<file path="config.mk">
export PLATFORM = sky130hd
export DESIGN_NAME = reg_file_bypass
export DESIGN_NICKNAME = d
export VERILOG_FILES = /design/src/rtl/reg_file_bypass.sv
export SDC_FILE = /design/constraint.sdc
export NUM_CORES = 1
export LEC_CHECK = 0
export CAP_MARGIN = 20
export CORE_MARGIN = 10
export CORE_UTILIZATION = 55
export CTS_CLUSTER_SIZE = 8
export DETAILED_ROUTE_END_ITERATION = 7
export PLACE_DENSITY_LB_ADDON = 0.3
export SLEW_MARGIN = 25
export SYNTH_ARGS = -nofsm -noshare
export SYNTH_HDL_FRONTEND = slang
export SYNTH_SLANG_ARGS = --single-unit
</file>
<file path="constraint.sdc">
create_clock -name clk -period 4 [get_ports clk]
set_input_delay 0.6 -clock clk [delete_from_list [all_inputs] [get_ports clk]]
set_output_delay 0.6 -clock clk [all_outputs]
set_load 0.05 [all_outputs]
</file>
<file path="src/rtl/reg_file_bypass.sv">
// Register file with two read ports, write-to-read bypass and a per-register
// pending (scoreboard) bit, with an optional registered read path.
module reg_file_bypass #(
    parameter int DATA_W   = 16,
    parameter int ADDR_W   = 4,
    parameter int READ_REG = 0,
    parameter int ZERO_R0  = 1
) (
    input  logic              clk,
    input  logic              rst_n,
    input  logic              we,
    input  logic [ADDR_W-1:0] wr_id,
    input  logic [DATA_W-1:0] wr_data,
    input  logic              lock,
    input  logic [ADDR_W-1:0] lock_id,
    input  logic [ADDR_W-1:0] rd_id1,
    input  logic [ADDR_W-1:0] rd_id2,
    output logic [DATA_W-1:0] rd_data1,
    output logic [DATA_W-1:0] rd_data2,
    output logic              rd_pend1,
    output logic              rd_pend2
);

    localparam int DEPTH = 2 ** ADDR_W;

    logic [DATA_W-1:0] regs [DEPTH];
    logic [DEPTH-1:0]  pend;
    logic [DEPTH-1:0]  wr_hot;
    logic [DEPTH-1:0]  lock_hot;
    logic [DATA_W-1:0] byp1;
    logic [DATA_W-1:0] byp2;

    // One-hot decode; a hardwired-zero r0 is simply never selected.
    always_comb begin
        wr_hot   = '0;
        lock_hot = '0;
        for (int k = 0; k < DEPTH; k++) begin
            wr_hot[k]   = we && (wr_id == ADDR_W'(k));
            lock_hot[k] = lock && (lock_id == ADDR_W'(k));
        end
        if (ZERO_R0 != 0) begin
            wr_hot[0]   = 1'b0;
            lock_hot[0] = 1'b0;
        end
    end

    always_ff @(posedge clk or negedge rst_n) begin
        if (!rst_n) begin
            for (int k = 0; k < DEPTH; k++) begin
                regs[k] <= '0;
            end
        end else begin
            for (int k = 0; k < DEPTH; k++) begin
                if (wr_hot[k]) begin
                    regs[k] <= wr_data;
                end
            end
        end
    end

    // Lock has priority over the clear caused by a write to the same id.
    always_ff @(posedge clk or negedge rst_n) begin
        if (!rst_n) begin
            pend <= '0;
        end else begin
            for (int k = 0; k < DEPTH; k++) begin
                if (lock_hot[k]) begin
                    pend[k] <= 1'b1;
                end else if (wr_hot[k]) begin
                    pend[k] <= 1'b0;
                end
            end
        end
    end

    always_comb begin
        byp1 = wr_hot[rd_id1] ? wr_data : regs[rd_id1];
        byp2 = wr_hot[rd_id2] ? wr_data : regs[rd_id2];
    end

    // A write in flight makes the bypassed data valid, so it hides pending.
    assign rd_pend1 = pend[rd_id1] & ~(we && (wr_id == rd_id1));
    assign rd_pend2 = pend[rd_id2] & ~(we && (wr_id == rd_id2));

    generate
        if (READ_REG != 0) begin : g_rd_reg
            logic [DATA_W-1:0] rd_data1_p1;
            logic [DATA_W-1:0] rd_data2_p1;

            // Stage p1: read data captured with same-edge write bypass
            always_ff @(posedge clk or negedge rst_n) begin
                if (!rst_n) begin
                    rd_data1_p1 <= '0;
                    rd_data2_p1 <= '0;
                end else begin
                    rd_data1_p1 <= byp1;
                    rd_data2_p1 <= byp2;
                end
            end

            assign rd_data1 = rd_data1_p1;
            assign rd_data2 = rd_data2_p1;
        end else begin : g_rd_comb
            assign rd_data1 = byp1;
            assign rd_data2 = byp2;
        end
    endgenerate

endmodule

</file>
==> results of run 1 <==
## synthesized netlist by cell type (4+ instances only)
cell and instances:
a221oi_1 15, mux2_2 294, a21oi_1 16, mux2i_1 22, buf_1 8, nand2_1 36, o21ai_0 17, nor2b_1 18
nand3b_1 5, nor2_1 8, a221o_1 15, inv_1 4, mux2_4 10, a211oi_1 18, buf_6 4, nor3_1 18
o2bb2ai_1 15, dfrtp_1 255, clkbuf_1 47, mux4_2 101, buf_2 33, buf_4 5, xnor2_1 5
## layout by cell type (no fill, tap or decap), drive strengths merged
cell / instances
mux2: 305
nor4b: 1
nand3b: 5
a211oi: 18
a2111oi: 1
inv: 5
a221o: 15
or4b: 1
nand2: 36
a22oi: 1
o22ai: 2
o2bb2ai: 15
nor2: 9
a22o: 1
or3: 4
xnor2: 5
nand4b: 1
o31a: 1
mux2i: 22
nor2b: 18
nor3b: 1
mux4: 103
clkbuf: 40
nand2b: 3
clkdlybuf4s50: 29
and2: 1
or2: 2
nand3: 3
o31ai: 3
a32o: 2
o21ai: 19
nor3: 19
a221oi: 15
dfrtp: 255
buf: 94
xor2: 2
a21oi: 16
## worst max-delay path: stages
cell	delay (ns)
clkdlybuf4s50_1	0.70
nor2_2	0.09
or3_4	0.35
a2111oi_4	0.37
o21ai_2	0.10
buf_4	0.28
mux2_4	0.36
buf_12	0.15
## final cells by class
| cell class | instances | area, sq um |
|---|---|---|
| Timing Repair Buffer | 123 | 1534 |
| Multi-Input combinational cell | 650 | 7507 |
| Sequential cell | 255 | 6381 |
| Tap cell | 335 | 419.2 |
| Clock buffer | 40 | 979.7 |
| Clock inverter | 1 | 8.758 |
| Inverter | 4 | 15.01 |
| Fill cell | 1860 | 8992 |
## power by group through the flow
stage	sequential (uW)	clock, uW	combinational, uW
after floorplan	3500	0	1750
after CTS	3630	2810	2490
after global placement	3620	0	2420
final	3650	2770	2490
after global routing	3720	2920	2640
after detailed placement	3660	0	2470
## sequential cells by signal, summed over array words and instances (netlist names)
| register | flops |
|---|---|
| pend | 15 |
| regs | 240 |
## per-stage QoR
stage          hold WS [ns]  util [%]  worst slack (ns)  instance area (sq um)  total power, uW
6_report            0.09378     65.20            0.3922                  16840             8902
3_3_place_gp         0.4881     61.35            0.4470                  15850             6043
4_1_cts              0.1360     65.18            0.3993                  16840             8921
3_5_place_dp         0.5041     61.35            0.4174                  15850             6128
2_1_floorplan        0.3044         -            0.6385                  14330             5246
5_1_grt              0.1658     65.20            0.3271                  16840             9272
## cells by family (layout without fill, tap and decap cells)
family | after synthesis | after routing | synth area share [%]
buffers and inverters | 102 | 168 | 3.414
AOI/OAI and AO/OA | 109 | 109 | 5.823
DFF | 255 | 255 | 44.53
and+or+nand+nor | 104 | 104 | 3.807
xor gates and xnor gates | 7 | 7 | 0.4278
muxes | 430 | 430 | 42.00
## worst paths after layout
| path | startpoint | slack [ns] | endpoint |
|---|---|---|---|
| max in group asynchronous | rst_n | 3.00 | regs[65] |
| setup / recovery | wr_id[1] | 0.39 | rd_data1[7] |
| min in group clk | regs[236] | 0.52 | regs[236] |
| hold reg to reg | regs[236] | 0.52 | regs[236] |
| hold / removal | rst_n | 0.09 | regs[175] |
| setup reg to reg | regs[202] | 3.20 | regs[202] |
## layer usage
metal | wire [um] | part of all wire (%) | vias up
met1 | 16610 | 41 | 5091
met3 | 3678 | 9.2 | 81
met5 | 17 | 0.042 | -
li1 | - | - | 4001
met2 | 18720 | 47 | 487
met4 | 1066 | 2.7 | 2
==> impl_metrics.env, run 1 <==
export IMPL_status="completed"
export IMPL_routabilityCongestion=0.8716
export IMPL_grt_pass1_vias=10235
export IMPL_grtUsageMet3_pct=6.720
export IMPL_htreeDepth=2
export IMPL_syn_to_final_growth_pct=17.54
export IMPL_cp_start_kind="input pin"
export IMPL_endpoint_kind="output port"
export IMPL_p_switching_uw=2575
export IMPL_drc_errors=0
export IMPL_swShare_pct=28.92
export IMPL_grt_pass1_wl_um=62280
export IMPL_synthCells=1007
export IMPL_dp_cells=1367
export IMPL_drive_above_1_share_pct=51.91
export IMPL_vdd_drop_max_uv=332.3
export IMPL_setup_tns_ns=0
export IMPL_fmax_mhz=277.2
export IMPL_syn_nets=1043
export IMPL_cts_buffers_inserted=37
export IMPL_reg2regPathDepth=1
export IMPL_min_period_ns=3.608
export IMPL_synth_top_area_share_pct=44.53
export IMPL_die_h_um=181.4
export IMPL_dr_first_iter_drc_count=1076
export IMPL_grt_use_total_pct=24.09
export IMPL_post_cts_resized=0
export IMPL_drt_total_wl_um=40090
export IMPL_synth_edff_count=0
export IMPL_cts_root_buf="clkbuf_16"
export IMPL_layout_nets=1107
export IMPL_start_util_pct=55.47
export IMPL_die_x_um=181.4
export IMPL_report_final_slew_viol_count=0
export IMPL_antenna_found_initial=1
export IMPL_n_antenna_cell=0
export IMPL_async_flop_share_pct=100.0
export IMPL_grt_start_max_net_pins=90
export IMPL_hold_violations=0
export IMPL_cp_max_fo=16
export IMPL_clk_latency_ns=0.50
export IMPL_coreArea_sq_mm=0.02584
export IMPL_busiest_layer="met2"
export IMPL_seq_power_share_pct=41.0
export IMPL_ys_flop_type="dfrtp_1"
export IMPL_io_buffers=69
export IMPL_wl_per_cell_um=28.47
export IMPL_ios=70
export IMPL_hold_buffers=0
export IMPL_syn_avg_cell_area_sq_um=14.23
export IMPL_synth_cell_types=48
export IMPL_cts_buffer_depth=3
export IMPL_ant_nets=0
export IMPL_yosysTopAreaCell="dfrtp_1"
export IMPL_hpwlAfterDp_um=25090
export IMPL_firstDrtPassIters=5
export IMPL_cts_tree="built"
export IMPL_route_vias_total=9662
export IMPL_ys_ff_latch=255
export IMPL_yosysWarningCount=0
export IMPL_p_leak_uw=0.006954
export IMPL_power_density_mw_per_mm2=528.5
export IMPL_post_drt_via_cell_ratio=6.862
export IMPL_ys_seq_area_share_pct=44.53
export IMPL_yosys_top_cells_area="dfrtp_1 45%, mux2_2 23%, mux4_2 16%, mux2i_1 1.5%, clkbuf_1 1.2%"
export IMPL_fin_crit_sh_pct=90.19
export IMPL_gr_total_overflow=0
export IMPL_worstSetupPathType="in2out"
export IMPL_drv_cap=0
export IMPL_cts_setup_buffers=0
export IMPL_worstPathRequired_ns=3.40
export IMPL_syn_area_sq_mm=0.01433
export IMPL_clkPwrFrac_pct=31.1
export IMPL_use_met1_pct=32.59
export IMPL_cts_sinks=255
export IMPL_core_rowCount=59
export IMPL_final_setup_viol_count=0
export IMPL_clk_pin_slew_worst_paths_ns=0.05
export IMPL_slew_headroom_pct=25.93
export IMPL_design_die_area_sq_mm=0.03291
export IMPL_tightest_slew_ns=1.111
export IMPL_hold_path_class="in2async"
export IMPL_rsz0062_at_grt="false"
export IMPL_grtUsageMet2_pct=36.76
export IMPL_internal_power_uw=6327
export IMPL_skew_ns=0
export IMPL_combinationalPowerShare_pct=27.9
export IMPL_arrival_ns=3.01
export IMPL_fin_cells=1408
Power figures use the tool's default switching activity.
==> run 2, diff against run 1 <==
SETUP_SLACK_MARGIN = 0.5   (was not set)
==> impl_metrics.env, run 2 (synthesis results as in run 1) <==
export IMPL_ant_nets=0
export IMPL_grt_use_total_pct=24.09
export IMPL_crit_buf_inv=4
export IMPL_largest_register_ffs=240
export IMPL_postPlaceCellArea_sq_mm=0.01585
export IMPL_hold_buffers=0
export IMPL_hpwlAfterDp_um=25090
export IMPL_fin_crit_sh_pct=85.08
export IMPL_final_cell_mix="294 x mux2_2, 255 x dfrtp_1, 101 x mux4_2"
export IMPL_status="completed"
export IMPL_report_final_slew_viol_count=0
export IMPL_route_vias_total=9696
export IMPL_skew_ns=0
export IMPL_drt_total_wl_um=40090
export IMPL_dp_cells=1367
export IMPL_layout_setup_ws_ns=0.5966
export IMPL_grt_start_max_net_pins=90
export IMPL_dp_slack_ns=0.4174
export IMPL_slew_headroom_pct=25.17
export IMPL_rsz0062_at_grt="false"
export IMPL_antenna_found_initial=1
export IMPL_fin_cells=1408
export IMPL_dr_first_iter_drc_count=1002
export IMPL_drive_above_1_share_pct=52.00
export IMPL_vdd_drop_max_uv=333.4
export IMPL_final_setup_viol_count=0
export IMPL_top_regs="regs x240, pend x15"
export IMPL_setup_tns_ns=0
export IMPL_ios=70
export IMPL_cp_max_fo=20
export IMPL_arrival_ns=2.80
export IMPL_cp_cell_sequence="clkdlybuf4s50_1 > buf_4 > nand2_1 > a2111oi_4 > o21ai_2 > buf_6 > mux2_4 > buf_12"
export IMPL_cts_sinks=255
export IMPL_die_x_um=181.4
export IMPL_syn_to_final_growth_pct=17.62
export IMPL_die_h_um=181.4
export IMPL_cts_root_buf="clkbuf_16"
export IMPL_worstSetupPathType="in2out"
export IMPL_worstPathRequired_ns=3.40
export IMPL_grt_pass1_vias=10235
export IMPL_start_util_pct=55.47
export IMPL_crit_slowest_cell="clkdlybuf4s50_1"
export IMPL_grt_pass1_wl_um=62280
export IMPL_post_drt_via_cell_ratio=6.886
export IMPL_drv_cap=0
export IMPL_cts_buffer_depth=3
export IMPL_power_density_mw_per_mm2=528.3
export IMPL_wl_per_cell_um=28.47
export IMPL_endpoint_kind="output port"
export IMPL_cp_start_kind="input pin"
export IMPL_cts_buffers_inserted=37
export IMPL_firstDrtPassIters=6
export IMPL_hold_path_class="in2async"
export IMPL_p_leak_uw=0.006961
export IMPL_hold_violations=0
export IMPL_clk_latency_ns=0.50
export IMPL_tightest_slew_ns=1.122
export IMPL_htreeDepth=2
export IMPL_max_stage_delay_ns=0.54
export IMPL_coreArea_sq_mm=0.02584
export IMPL_n_antenna_cell=0
export IMPL_routabilityCongestion=0.8716
export IMPL_clk_pin_slew_worst_paths_ns=0.05
export IMPL_final_common_cell="mux2_2"
export IMPL_design_die_area_sq_mm=0.03291
export IMPL_io_buffers=69
export IMPL_gr_total_overflow=0
export IMPL_layout_nets=1107
export IMPL_crit_family="buffers and inverters"
export IMPL_largest_register="regs"
export IMPL_cts_tree="built"
export IMPL_drc_errors=0
export IMPL_min_period_ns=3.403
export IMPL_design_area_sq_mm=0.01686
export IMPL_fmax_mhz=293.8
export IMPL_core_rowCount=59
==> run 2: report_power, final <==
part / switching (uW) / internal, uW / total (uW)
sequential: 459 / 3190 / 3650
clock: 1060 / 1700 / 2770
combinational: 1050 / 1430 / 2490
==> run 2: routing by layer <==
layer  up-vias  track usage [%]  part of all wire, %
met1      5122            32.59                   42
li1       4008                -                    -
met2       479            36.76                   47
met5         -                0                0.042
met4         2            8.135                  2.7
met3        85            6.720                  9.2
==> run 2: worst paths after layout <==
check | startpoint | depth (start not counted) | slack [ns] | to
max reg2reg | regs[163] | 1 | 3.20 | regs[163]
min in group clk | pend[12] | 2 | 0.52 | pend[12]
min reg2reg | pend[12] | 2 | 0.52 | pend[12]
min | rst_n | 1 | 0.09 | regs[175]
max in group asynchronous | rst_n | 2 | 3.00 | regs[65]
max | rd_id1[2] | 8 | 0.60 | rd_data1[7]
==> run 2: metrics by stage <==
step,total power [uW],util (%),hold WS (ns)
after global placement,6043,61.35,0.4881
after floorplan,5246,-,0.3044
after CTS,8921,65.17,0.1360
after detailed placement,6128,61.35,0.5041
final,8905,65.24,0.09289
after global routing,9273,65.24,0.1658
==> run 2: cell type report <==
| cell class | instances | area, sq um |
|---|---|---|
| Clock buffer | 40 | 979.7 |
| Sequential cell | 255 | 6381 |
| Fill cell | 1859 | 8981 |
| Timing Repair Buffer | 123 | 1544 |
| Inverter | 4 | 15.01 |
| Tap cell | 335 | 419.2 |
| Multi-Input combinational cell | 650 | 7508 |
| Clock inverter | 1 | 8.758 |
==> run 2: timing repair <==
action	CTS	global route
gates cloned	0	0
resized for setup	1	4
setup buffers	0	0
setup endpoints to repair	21	16
